`config.mk`:
```
export PLATFORM = sky130hd
export DESIGN_NAME = cw305_usb_initiator
export DESIGN_NICKNAME = d
export VERILOG_FILES = /design/src/rtl/cw305_usb_pkg.sv /design/src/rtl/cw305_usb_phase_cnt.sv /design/src/rtl/cw305_usb_initiator.sv
export SDC_FILE = /design/constraint.sdc
export NUM_CORES = 1
export LEC_CHECK = 0
export CORE_MARGIN = 2
export CORE_UTILIZATION = 45
export DETAILED_ROUTE_END_ITERATION = 10
export PLACE_DENSITY = 0.73
export SETUP_SLACK_MARGIN = 0.02
export SYNTH_ARGS = -nofsm -noshare
export SYNTH_HDL_FRONTEND = slang
export SYNTH_HIERARCHICAL = 1
export SYNTH_SLANG_ARGS = --single-unit
export TNS_END_PERCENT = 20
```
`constraint.sdc`:
```
create_clock -name clk_i -period 4.4 [get_ports clk_i]
set_input_delay 0.66 -clock clk_i [delete_from_list [all_inputs] [get_ports clk_i]]
set_output_delay 0.66 -clock clk_i [all_outputs]
set_load 0.1 [all_outputs]
```
`src/rtl/cw305_usb_pkg.sv`:
```
// Shared types and constants for the CW305 USB register-bus initiator.
package cw305_usb_pkg;

    typedef enum logic [2:0] {
        ST_IDLE   = 3'd0,
        ST_SETUP  = 3'd1,
        ST_STROBE = 3'd2,
        ST_HOLD   = 3'd3,
        ST_RESP   = 3'd4,
        ST_TURN   = 3'd5
    } usb_state_e;

    localparam logic USB_CEN_IDLE = 1'b1;
    localparam logic USB_RDN_IDLE = 1'b1;
    localparam logic USB_WRN_IDLE = 1'b1;
    localparam logic USB_OE_IDLE  = 1'b0;

    localparam int PHASE_CNT_W = 8;

    function automatic int byte_data_w(input int bytecnt_size);
        return 32'sd8 * (32'sd1 << bytecnt_size);
    endfunction

endpackage

```
`src/rtl/cw305_usb_phase_cnt.sv`:
```
// Loadable down-counter timing the SETUP/STROBE/HOLD phases; o_term flags the last cycle.
module cw305_usb_phase_cnt
    import cw305_usb_pkg::*;
#(
    parameter int CNT_W = PHASE_CNT_W
) (
    input  logic             i_clk,
    input  logic             i_rst_n,
    input  logic             i_load,
    input  logic [CNT_W-1:0] i_load_val,
    output logic             o_term
);

    logic [CNT_W-1:0] r_cnt;

    // count down to zero, reloading when a new phase starts
    always_ff @(posedge i_clk or negedge i_rst_n) begin
        if (!i_rst_n) begin
            r_cnt <= {CNT_W{1'b0}};
        end else if (i_load) begin
            r_cnt <= i_load_val;
        end else if (r_cnt != {CNT_W{1'b0}}) begin
            r_cnt <= r_cnt - CNT_W'(1);
        end
    end

    assign o_term = (r_cnt == {CNT_W{1'b0}});

endmodule

```
`src/rtl/cw305_usb_initiator.sv`:
```
// Host-side initiator: word register requests become byte-wide cen/rdn/wrn cycles.
// Defining CW305_USB_TRIGGER_EN adds the usb_trigger_o pulse driven from req_trig_i.
module cw305_usb_initiator
    import cw305_usb_pkg::*;
#(
    parameter int pBYTECNT_SIZE = 2,
    parameter int pADDR_WIDTH   = 21,
    parameter int SETUP_CYC     = 1,
    parameter int STROBE_CYC    = 2,
    parameter int HOLD_CYC      = 1
) (
    input  logic                                  clk_i,
    input  logic                                  rst_ni,
    input  logic                                  req_valid_i,
    output logic                                  req_ready_o,
    input  logic                                  req_we_i,
    input  logic [pADDR_WIDTH-1:0]                req_addr_i,
    input  logic [pBYTECNT_SIZE-1:0]              req_len_i,
    input  logic [byte_data_w(pBYTECNT_SIZE)-1:0] req_wdata_i,
    input  logic                                  req_trig_i,
    output logic                                  rsp_valid_o,
    input  logic                                  rsp_ready_i,
    output logic [byte_data_w(pBYTECNT_SIZE)-1:0] rsp_rdata_o,
    output logic [pADDR_WIDTH-1:0]                usb_addr_o,
    output logic [7:0]                            usb_data_o,
    output logic                                  usb_data_oe_o,
    input  logic [7:0]                            usb_data_i,
    output logic                                  usb_cen_o,
    output logic                                  usb_rdn_o,
    output logic                                  usb_wrn_o,
    output logic                                  usb_trigger_o
);

    localparam int DW = byte_data_w(pBYTECNT_SIZE);
    localparam int BC = pBYTECNT_SIZE;

    usb_state_e           r_state;
    logic                 r_we;
    logic [pADDR_WIDTH-1:0] r_addr;
    logic [BC-1:0]        r_len;
    logic [BC-1:0]        r_k;
    logic [DW-1:0]        r_wdata;
    logic [DW-1:0]        r_rdata;
    logic                 r_ready;
    logic                 r_rsp_valid;
    logic [pADDR_WIDTH-1:0] r_usb_addr;
    logic [7:0]           r_usb_data;
    logic                 r_oe;
    logic                 r_cen;
    logic                 r_rdn;
    logic                 r_wrn;

    usb_state_e           w_state_next;
    logic                 w_we_next;
    logic [pADDR_WIDTH-1:0] w_addr_next;
    logic [BC-1:0]        w_len_next;
    logic [BC-1:0]        w_k_next;
    logic [DW-1:0]        w_wdata_next;
    logic [DW-1:0]        w_rdata_next;
    logic                 w_accept;
    logic                 w_bus_active;
    logic [pADDR_WIDTH-1:0] w_byte_addr;
    logic                 w_phase_load;
    logic [PHASE_CNT_W-1:0] w_phase_val;
    logic                 w_phase_term;

    cw305_usb_phase_cnt #(
        .CNT_W (PHASE_CNT_W)
    ) u_phase_cnt (
        .i_clk      (clk_i),
        .i_rst_n    (rst_ni),
        .i_load     (w_phase_load),
        .i_load_val (w_phase_val),
        .o_term     (w_phase_term)
    );

    // next-state and transaction-context update
    always_comb begin
        w_state_next = r_state;
        w_we_next    = r_we;
        w_addr_next  = r_addr;
        w_len_next   = r_len;
        w_k_next     = r_k;
        w_wdata_next = r_wdata;
        w_rdata_next = r_rdata;
        w_accept     = 1'b0;
        case (r_state)
            ST_IDLE: begin
                if (req_valid_i && r_ready) begin
                    w_accept     = 1'b1;
                    w_we_next    = req_we_i;
                    w_addr_next  = req_addr_i;
                    w_len_next   = req_len_i;
                    w_wdata_next = req_wdata_i;
                    w_k_next     = {BC{1'b0}};
                    w_rdata_next = {DW{1'b0}};
                    w_state_next = ST_SETUP;
                end else begin
                    w_state_next = ST_IDLE;
                end
            end
            ST_SETUP: begin
                if (w_phase_term) begin
                    w_state_next = ST_STROBE;
                end else begin
                    w_state_next = ST_SETUP;
                end
            end
            ST_STROBE: begin
                if (w_phase_term) begin
                    if (!r_we) begin
                        w_rdata_next[{r_k, 3'b000} +: 8] = usb_data_i;
                    end else begin
                        w_rdata_next = r_rdata;
                    end
                    w_state_next = ST_HOLD;
                end else begin
                    w_state_next = ST_STROBE;
                end
            end
            ST_HOLD: begin
                if (!w_phase_term) begin
                    w_state_next = ST_HOLD;
                end else if (r_k != r_len) begin
                    w_k_next     = r_k + BC'(1);
                    w_state_next = ST_SETUP;
                end else begin
                    w_state_next = ST_RESP;
                end
            end
            ST_RESP: begin
                if (rsp_ready_i) begin
                    w_state_next = ST_TURN;
                end else begin
                    w_state_next = ST_RESP;
                end
            end
            ST_TURN: w_state_next = ST_IDLE;
            default: w_state_next = ST_IDLE;
        endcase
    end

    // phase counter reloads with the length of whichever phase is entered next
    always_comb begin
        w_phase_load = (w_state_next != r_state);
        case (w_state_next)
            ST_SETUP:  w_phase_val = PHASE_CNT_W'(SETUP_CYC - 1);
            ST_STROBE: w_phase_val = PHASE_CNT_W'(STROBE_CYC - 1);
            ST_HOLD:   w_phase_val = PHASE_CNT_W'(HOLD_CYC - 1);
            default:   w_phase_val = {PHASE_CNT_W{1'b0}};
        endcase
    end

    assign w_bus_active = (w_state_next == ST_SETUP) || (w_state_next == ST_STROBE) ||
                          (w_state_next == ST_HOLD);
    // byte-select field wraps inside the word; upper address bits never change
    assign w_byte_addr  = {w_addr_next[pADDR_WIDTH-1:BC], w_addr_next[BC-1:0] + w_k_next};

    // transaction context registers
    always_ff @(posedge clk_i or negedge rst_ni) begin
        if (!rst_ni) begin
            r_state <= ST_IDLE;
            r_we    <= 1'b0;
            r_addr  <= {pADDR_WIDTH{1'b0}};
            r_len   <= {BC{1'b0}};
            r_k     <= {BC{1'b0}};
            r_wdata <= {DW{1'b0}};
            r_rdata <= {DW{1'b0}};
        end else begin
            r_state <= w_state_next;
            r_we    <= w_we_next;
            r_addr  <= w_addr_next;
            r_len   <= w_len_next;
            r_k     <= w_k_next;
            r_wdata <= w_wdata_next;
            r_rdata <= w_rdata_next;
        end
    end

    // outputs registered from the upcoming state so they line up with it
    always_ff @(posedge clk_i or negedge rst_ni) begin
        if (!rst_ni) begin
            r_ready     <= 1'b0;
            r_rsp_valid <= 1'b0;
            r_usb_addr  <= {pADDR_WIDTH{1'b0}};
            r_usb_data  <= 8'h00;
            r_oe        <= USB_OE_IDLE;
            r_cen       <= USB_CEN_IDLE;
            r_rdn       <= USB_RDN_IDLE;
            r_wrn       <= USB_WRN_IDLE;
        end else begin
            r_ready     <= (w_state_next == ST_IDLE);
            r_rsp_valid <= (w_state_next == ST_RESP);
            r_cen       <= w_bus_active ? 1'b0 : USB_CEN_IDLE;
            r_rdn       <= ((w_state_next == ST_STROBE) && !w_we_next) ? 1'b0 : USB_RDN_IDLE;
            r_wrn       <= ((w_state_next == ST_STROBE) && w_we_next) ? 1'b0 : USB_WRN_IDLE;
            r_oe        <= (w_bus_active && w_we_next) ? 1'b1 : USB_OE_IDLE;
            if (w_bus_active) begin
                r_usb_addr <= w_byte_addr;
                if (w_we_next) begin
                    r_usb_data <= w_wdata_next[{w_k_next, 3'b000} +: 8];
                end
            end
        end
    end

    assign req_ready_o   = r_ready;
    assign rsp_valid_o   = r_rsp_valid;
    assign rsp_rdata_o   = r_rdata;
    assign usb_addr_o    = r_usb_addr;
    assign usb_data_o    = r_usb_data;
    assign usb_data_oe_o = r_oe;
    assign usb_cen_o     = r_cen;
    assign usb_rdn_o     = r_rdn;
    assign usb_wrn_o     = r_wrn;

`ifdef CW305_USB_TRIGGER_EN
    logic r_trig_en;
    logic r_trigger;

    // trigger spans first strobe through last hold, including inter-byte setups
    always_ff @(posedge clk_i or negedge rst_ni) begin
        if (!rst_ni) begin
            r_trig_en <= 1'b0;
            r_trigger <= 1'b0;
        end else begin
            if (w_accept) begin
                r_trig_en <= req_trig_i;
            end
            r_trigger <= r_trig_en && ((w_state_next == ST_STROBE) || (w_state_next == ST_HOLD) ||
                         ((w_state_next == ST_SETUP) && (r_state == ST_HOLD)));
        end
    end

    assign usb_trigger_o = r_trigger;
`else
    logic w_trig_unused;
    assign w_trig_unused = req_trig_i ^ w_accept;
    assign usb_trigger_o = 1'b0;
`endif

endmodule

```
* Word-level counts from Yosys, hierarchy flattened
Cells that the tools add are included.
** Storage, ports and cells
- Register bits :: 136
- Latch bits :: 0
- Bits in writable memories :: 0
- Memory bits (read-only) :: 0
- Input bits :: 69
- Output and inout bits :: 68
- Logic and storage cells :: 81
- Memories :: 0
** Cells by class
- Add/sub/neg operators :: 4
- Multiply operators :: 0
- Div/mod/pow operators :: 0
- $lt $le $gt $ge :: 0
- Equality and inequality tests :: 13
- Shifts and indexed selects :: 3
- Mux-type cells :: 29
- Bitwise logic cells :: 0
- Reductions and logical operators :: 16
** Operator list (number)
- 32-bit 2-to-1 mux :: 5
- 32-bit case mux with 2 select lines :: 1
- 21-bit 2-to-1 mux :: 2
- 32-bit bitwise mux :: 1
- 8-bit by 7-bit variable shift with 32-bit output, first input constant :: 1
- 32-bit by 6-bit indexed part select with 8-bit output :: 1
- 8-bit by 7-bit indexed part select with 32-bit output :: 1
- 8-bit 2-to-1 mux :: 2
- 3-bit case mux with 5 select lines :: 1
- 3-bit by 2-bit == test with 1-bit output, second input constant :: 4
- 1-bit 2-to-1 mux :: 10
- 8-bit logical NOT :: 1
- 2-bit 2-to-1 mux :: 4
- 8-bit nonzero test :: 1
- 8-bit by 1-bit subtractor with 8-bit output, second input constant :: 1
- 5-bit negation with 7-bit output :: 1
- 3-bit by 1-bit == test with 1-bit output, second input constant :: 2
- 3-bit == test, second input constant :: 2
- 3-bit logical NOT :: 2
- 3-bit 2-to-1 mux :: 2
- 2-bit != test, second input constant :: 3
- 1-bit logical AND :: 4
- 2-bit case mux with 2 select lines :: 1
- 2-bit AND reduction :: 2
- other kinds (8) :: 10

* Depth between registers and ports, before layout
- Depth in word-level cells :: 9
- Depth in mapped cells :: 14
- Mapped depth without buffers :: 12

* Modules after synthesis
Netlist, hierarchy kept.
** Modules (own cells, without submodules)
- cw305_usb_initiator :: instances 1, cells an instance 524, area each 5544.1 um2, seq. area each 3206.8 um2
- cw305_usb_phase_cnt :: instances 1, cells an instance 54, area each 476.7 um2, seq. area each 200.2 um2

* Least setup slack after synthesis
No wires, ideal clock.
- Path kind :: reg-to-reg
- Start :: register u_phase_cnt.r_cnt[0]
- End :: register r_usb_data[0] (netlist: usb_data_o[0])
- Setup time :: 0.126 ns
- Arrival :: 3.188 ns
- Required time :: 4.274 ns
- Path slack :: 1.086 ns
- Cell stages (with the launch flop) :: 13
- Buffers on the path :: 2
- Clock period less this slack :: 3.314 ns
- Cells stage by stage :: dfrtp_1 > inv_1 > ha_1 > or3b_1 > clkbuf_2 > nor2_1 > inv_1 > or3_1 > a31o_2 > clkbuf_1 > nand2_2 > mux2_2 > a221o_1
** Between the ends
- Elaborated cells between the ends (all ways) :: 14
- Classes of those cells :: 3 x eq/ne; 1 x shift; 6 x mux; 4 x reduce/logical
** RTL lines
- from (decl) :: line cw305_usb_phase_cnt.sv:14 : logic [CNT_W-1:0] r_cnt;
- from (signal assigned) :: line cw305_usb_phase_cnt.sv:19 : r_cnt <= {CNT_W{1'b0}};
- from (signal assigned) :: line cw305_usb_phase_cnt.sv:21 : r_cnt <= i_load_val;
- from (signal assigned) :: line cw305_usb_phase_cnt.sv:23 : r_cnt <= r_cnt - CNT_W'(1);
- 8-bit logical NOT :: line cw305_usb_phase_cnt.sv:27 : assign o_term = (r_cnt == {CNT_W{1'b0}});
- net w_phase_term :: line cw305_usb_initiator.sv:65 : logic w_phase_term;
- 2-bit 2-to-1 mux :: line cw305_usb_initiator.sv:122 : if (!w_phase_term) begin
- 2-bit case mux with 2 select lines :: line cw305_usb_initiator.sv:87 : case (r_state)
- net w_k_next[0] :: line cw305_usb_initiator.sv:57 : logic [BC-1:0] w_k_next;
- 32-bit by 6-bit indexed part select with 8-bit output :: line cw305_usb_initiator.sv:201 : r_usb_data <= w_wdata_next[{w_k_next, 3'b000} +: 8];
- to (signal assigned) :: line cw305_usb_initiator.sv:201
- to (decl) :: line cw305_usb_initiator.sv:47 : logic [7:0] r_usb_data;
The timed path passes the listed nets, and every way through them passes these cells.
A chain may end at the register's enable or synchronous reset.

* Worst setup path in the final report
- Start :: register u_phase_cnt.r_cnt[0]
- End :: register r_usb_data[2] (netlist: usb_data_o[2])
Same word-level chain as after synthesis.

==> flow_metrics.tcl <==
set metrics [dict create \
    detailroute.via_count 4655 \
    core_region_area_sq_um 13140 \
    die_h_um 119.7 \
    syn_area_sq_um 6021 \
    effective_utilization_at_floorplan 0.4583 \
    synth_compound_gate_area_share 0.08687 \
    timing_max_transition_violations_final 0 \
    wl_per_cell_um 15.75 \
    final_min_period_over_clock_period 0.7676 \
    numClockSinks 136 \
    crit_end "usb_data_o[2]" \
    hold_buffers 0 \
    post-route-drc-count 0 \
    grtUsageTotal 0.2086 \
    seq_cells_post_synth 136 \
    synth-edff-count 0 \
    post_synth_fa_ha_maj_area_fraction 0.01455 \
    final_cell_mix "133 x clkdlybuf4s50_1, 133 x dfrtp_1, 126 x nand2_1" \
    worstPathMaxFanout 10 \
    worst_clock_skew_ps 11.40 \
    grt_max_degree 105 \
    grt_antenna_before_repair 0 \
    share_of_final_layout_standard_cells_stronger_than_drive_strength_1 0.1260 \
    tritoncts "built" \
    main_combinational_cell_family_by_area_after_synthesis "simple AND/OR/NAND/NOR gates" \
    preCtsSetupSlack_ps 903.4 \
    post_cts_resize_count 0 \
    critical_path.startpoint_type "flop" \
    cp_data_arrival_time_ps 3670 \
    detail-route-antenna-nets 0 \
    design.portCount 137 \
    power_frac_seq 0.336 \
    timing.critical_path.from "u_phase_cnt/r_cnt[0]" \
    total_power_uw 5553 \
    reg2reg_end "usb_data_o[2]" \
    rsz0062_at_grt "no" \
    drt-initial-drc-count 367 \
    ctsHtreeMaxLevel 4 \
    buffer_levels_on_the_longest_clock_path 2 \
    nNetsFinal 786 \
    detailedPlacementHpwl_mm 9.564 \
    cts_made_buffers 17 \
    clock_power_share 0.233 \
    setup-violations-final 0 \
    stdcell_area_sq_um 8001 \
    vdd.ir_drop.worst_uv 590.8 \
    area_after_detailed_placement_sq_um 7463 \
    netlist_instances 578 \
    timing.setup.critical_path_class "flop to flop" \
    rrSetupSlack_ps 1020 \
    fin_setup_tns_ps 0 \
    seq_area_frac_synth 0.5659 \
    post_cts.repair.setup_buffers 0 \
    grt_remaining_overflow 0 \
    ff2ff_path_depth 10 \
    async_reset_ff_frac 1.000 \
    die_w_um 119.7 \
    power.combinational.fraction 0.432 \
    timing.final.ws_setup_ps 1023 \
    holdCritPathClass "input port to async pin" \
    maxCapViolations 0 \
    avgViaCountPerCell 5.184 \
    cts_root_buffer "clkbuf_16" \
    synth_warnings 6 \
    power-per-cell-area_nw_per_um2 694.0 \
    worst_ep_required_time_ps 4690 \
    port_buffers 134 \
    syn2layout_area_growth_pct 32.90 \
    vias_in_the_first_global_route 4745 \
    crit_path_end_kind "flop" \
    gp_routability_congestion 0.8667 \
    synthMuxAreaShare 0.09144 \
    grt_first_pass_wirelength_mm 23.45 \
    wirelength_mm 14.15 \
    design.die.area_sq_um 14320 \
    insertedDiodeCount 0 \
    placementRows 42 \
    worst_skew_pair.late_latency_ps 420 \
    fill_cells 1102 \
    status "completed" \
    post_synth.cell_area_avg_sq_um 10.42 \
    ys_types 58 \
    critical_path.reg2reg.startpoint "u_phase_cnt/r_cnt[0]" \
    p_leak_uw 0.003575 \
    first_pass_drt_iterations 5 \
    intPower_uw 3193 \
    worst_pin_slew_ps 1018 \
    cts.reportedPaths.clkPinSlew_ps 60 \
    p_sw_frac 0.4250 \
    synth_simple_gate_area_frac 0.1756 \
    yosys_most_used_dff "dfrtp_1" \
    power_switching_uw 2360 \
    synthXorXnorAreaFrac 0.008728 \
    finalHoldViolations 0 \
    maxClockFrequency_ghz 0.2961 \
    final_util 0.6090 \
    finalWorstPathRequiredPeriod_ps 3377 \
    max_slew_margin 0.3193 \
]
-- cells by family (layout without fill, tap and decap cells) --
group | count (synthesis) | in the layout
AO/OA/AOI/OAI | 80 | 80
XOR/XNOR | 6 | 6
adder cells (fa/ha/maj) | 7 | 7
buffers and inverters | 70 | 207
flip-flops | 136 | 136
multiplexers | 47 | 47
other | 1 | 8
AND/OR/NAND/NOR | 231 | 231
-- through the flow --
stage / hold WS, ps / std cells
after floorplan: 364.4 / 585
after global placement: 448.2 / 867
after detailed placement: 455.1 / 867
after CTS: 389.9 / 898
after global routing: 439.5 / 898
final: 341.8 / 898
-- power groups by stage --
stage | clock (uW) | combinational (uW) | sequential [uW]
after CTS | 1320 | 2410 | 1870
after detailed placement | 0 | 2390 | 1880
final | 1290 | 2400 | 1860
after global routing | 1370 | 2560 | 1910
after floorplan | 0 | 985 | 2700
after global placement | 0 | 2340 | 1860
-- area by class of cell --
type                       instances  area (sq um)  share of cell area
inverter                          38         142.6             0.01783
clock buffer                      25         495.5             0.06192
multi-input combinational        379          2321              0.2901
sequential                       136          3407              0.4258
clock inverter                     6         42.54            0.005317
timing repair buffer             138          1373              0.1715
tap                              176         220.2             0.02752
-- critical path: stages (launching register included) --
cell,delay (ps)
dfrtp_1,420
inv_1,110
ha_1,220
or3b_1,480
nor2_1,200
inv_1,140
or3_1,410
a31o_2,310
nand2_2,260
mux2_2,370
a221o_1,320
-- synthesized netlist by cell type (all sizes together) (6+ instances only) --
cell type / count / area, sq um
a221o: 8 / 80.08
ha: 7 / 87.58
nand2: 128 / 485.5
nand3: 31 / 160.1
dfrtp: 133 / 3328
clkbuf: 9 / 35.03
mux2: 46 / 540.5
o21ai: 35 / 175.2
nor3: 13 / 65.06
nor4: 12 / 81.33
o41ai: 6 / 52.55
nor2: 20 / 77.58
a21oi: 15 / 78.83
inv: 38 / 142.6
buf: 22 / 152.7
-- registers in the layout (all words and copies together) (netlist names), 2 cells and up --
| register | flops |
|---|---|
| usb_addr_o | 21 |
| r_k | 2 |
| u_phase_cnt/r_cnt | 8 |
| r_len | 2 |
| r_state | 3 |
| rsp_rdata_o | 32 |
| r_addr | 21 |
| usb_data_o | 8 |
| r_wdata | 32 |
-- metal layers --
metal | track usage | share of wire | vias up
met1 | 0.2628 | 0.43 | 2250
met3 | 0.07462 | 0.079 | 18
met4 | 0.07647 | 0.016 | 0
li1 | - | - | 2231
met2 | 0.3321 | 0.47 | 156
met5 | 0 | 0 | -
-- worst min path at each step --
stage                     from              to  slack (ps)  cells past startpoint
global route            rst_ni  rsp_rdata_o[7]         440                      1
finish                  rst_ni  rsp_rdata_o[7]         340                      1
floorplan               rst_ni       r_addr[0]         360                      0
CTS                     rst_ni  rsp_rdata_o[1]         390                      1
detailed placement  r_addr[11]      r_addr[11]         460                      2
global placement    r_addr[14]      r_addr[14]         450                      2
Note: power is estimated with default switching activity, not from simulation.
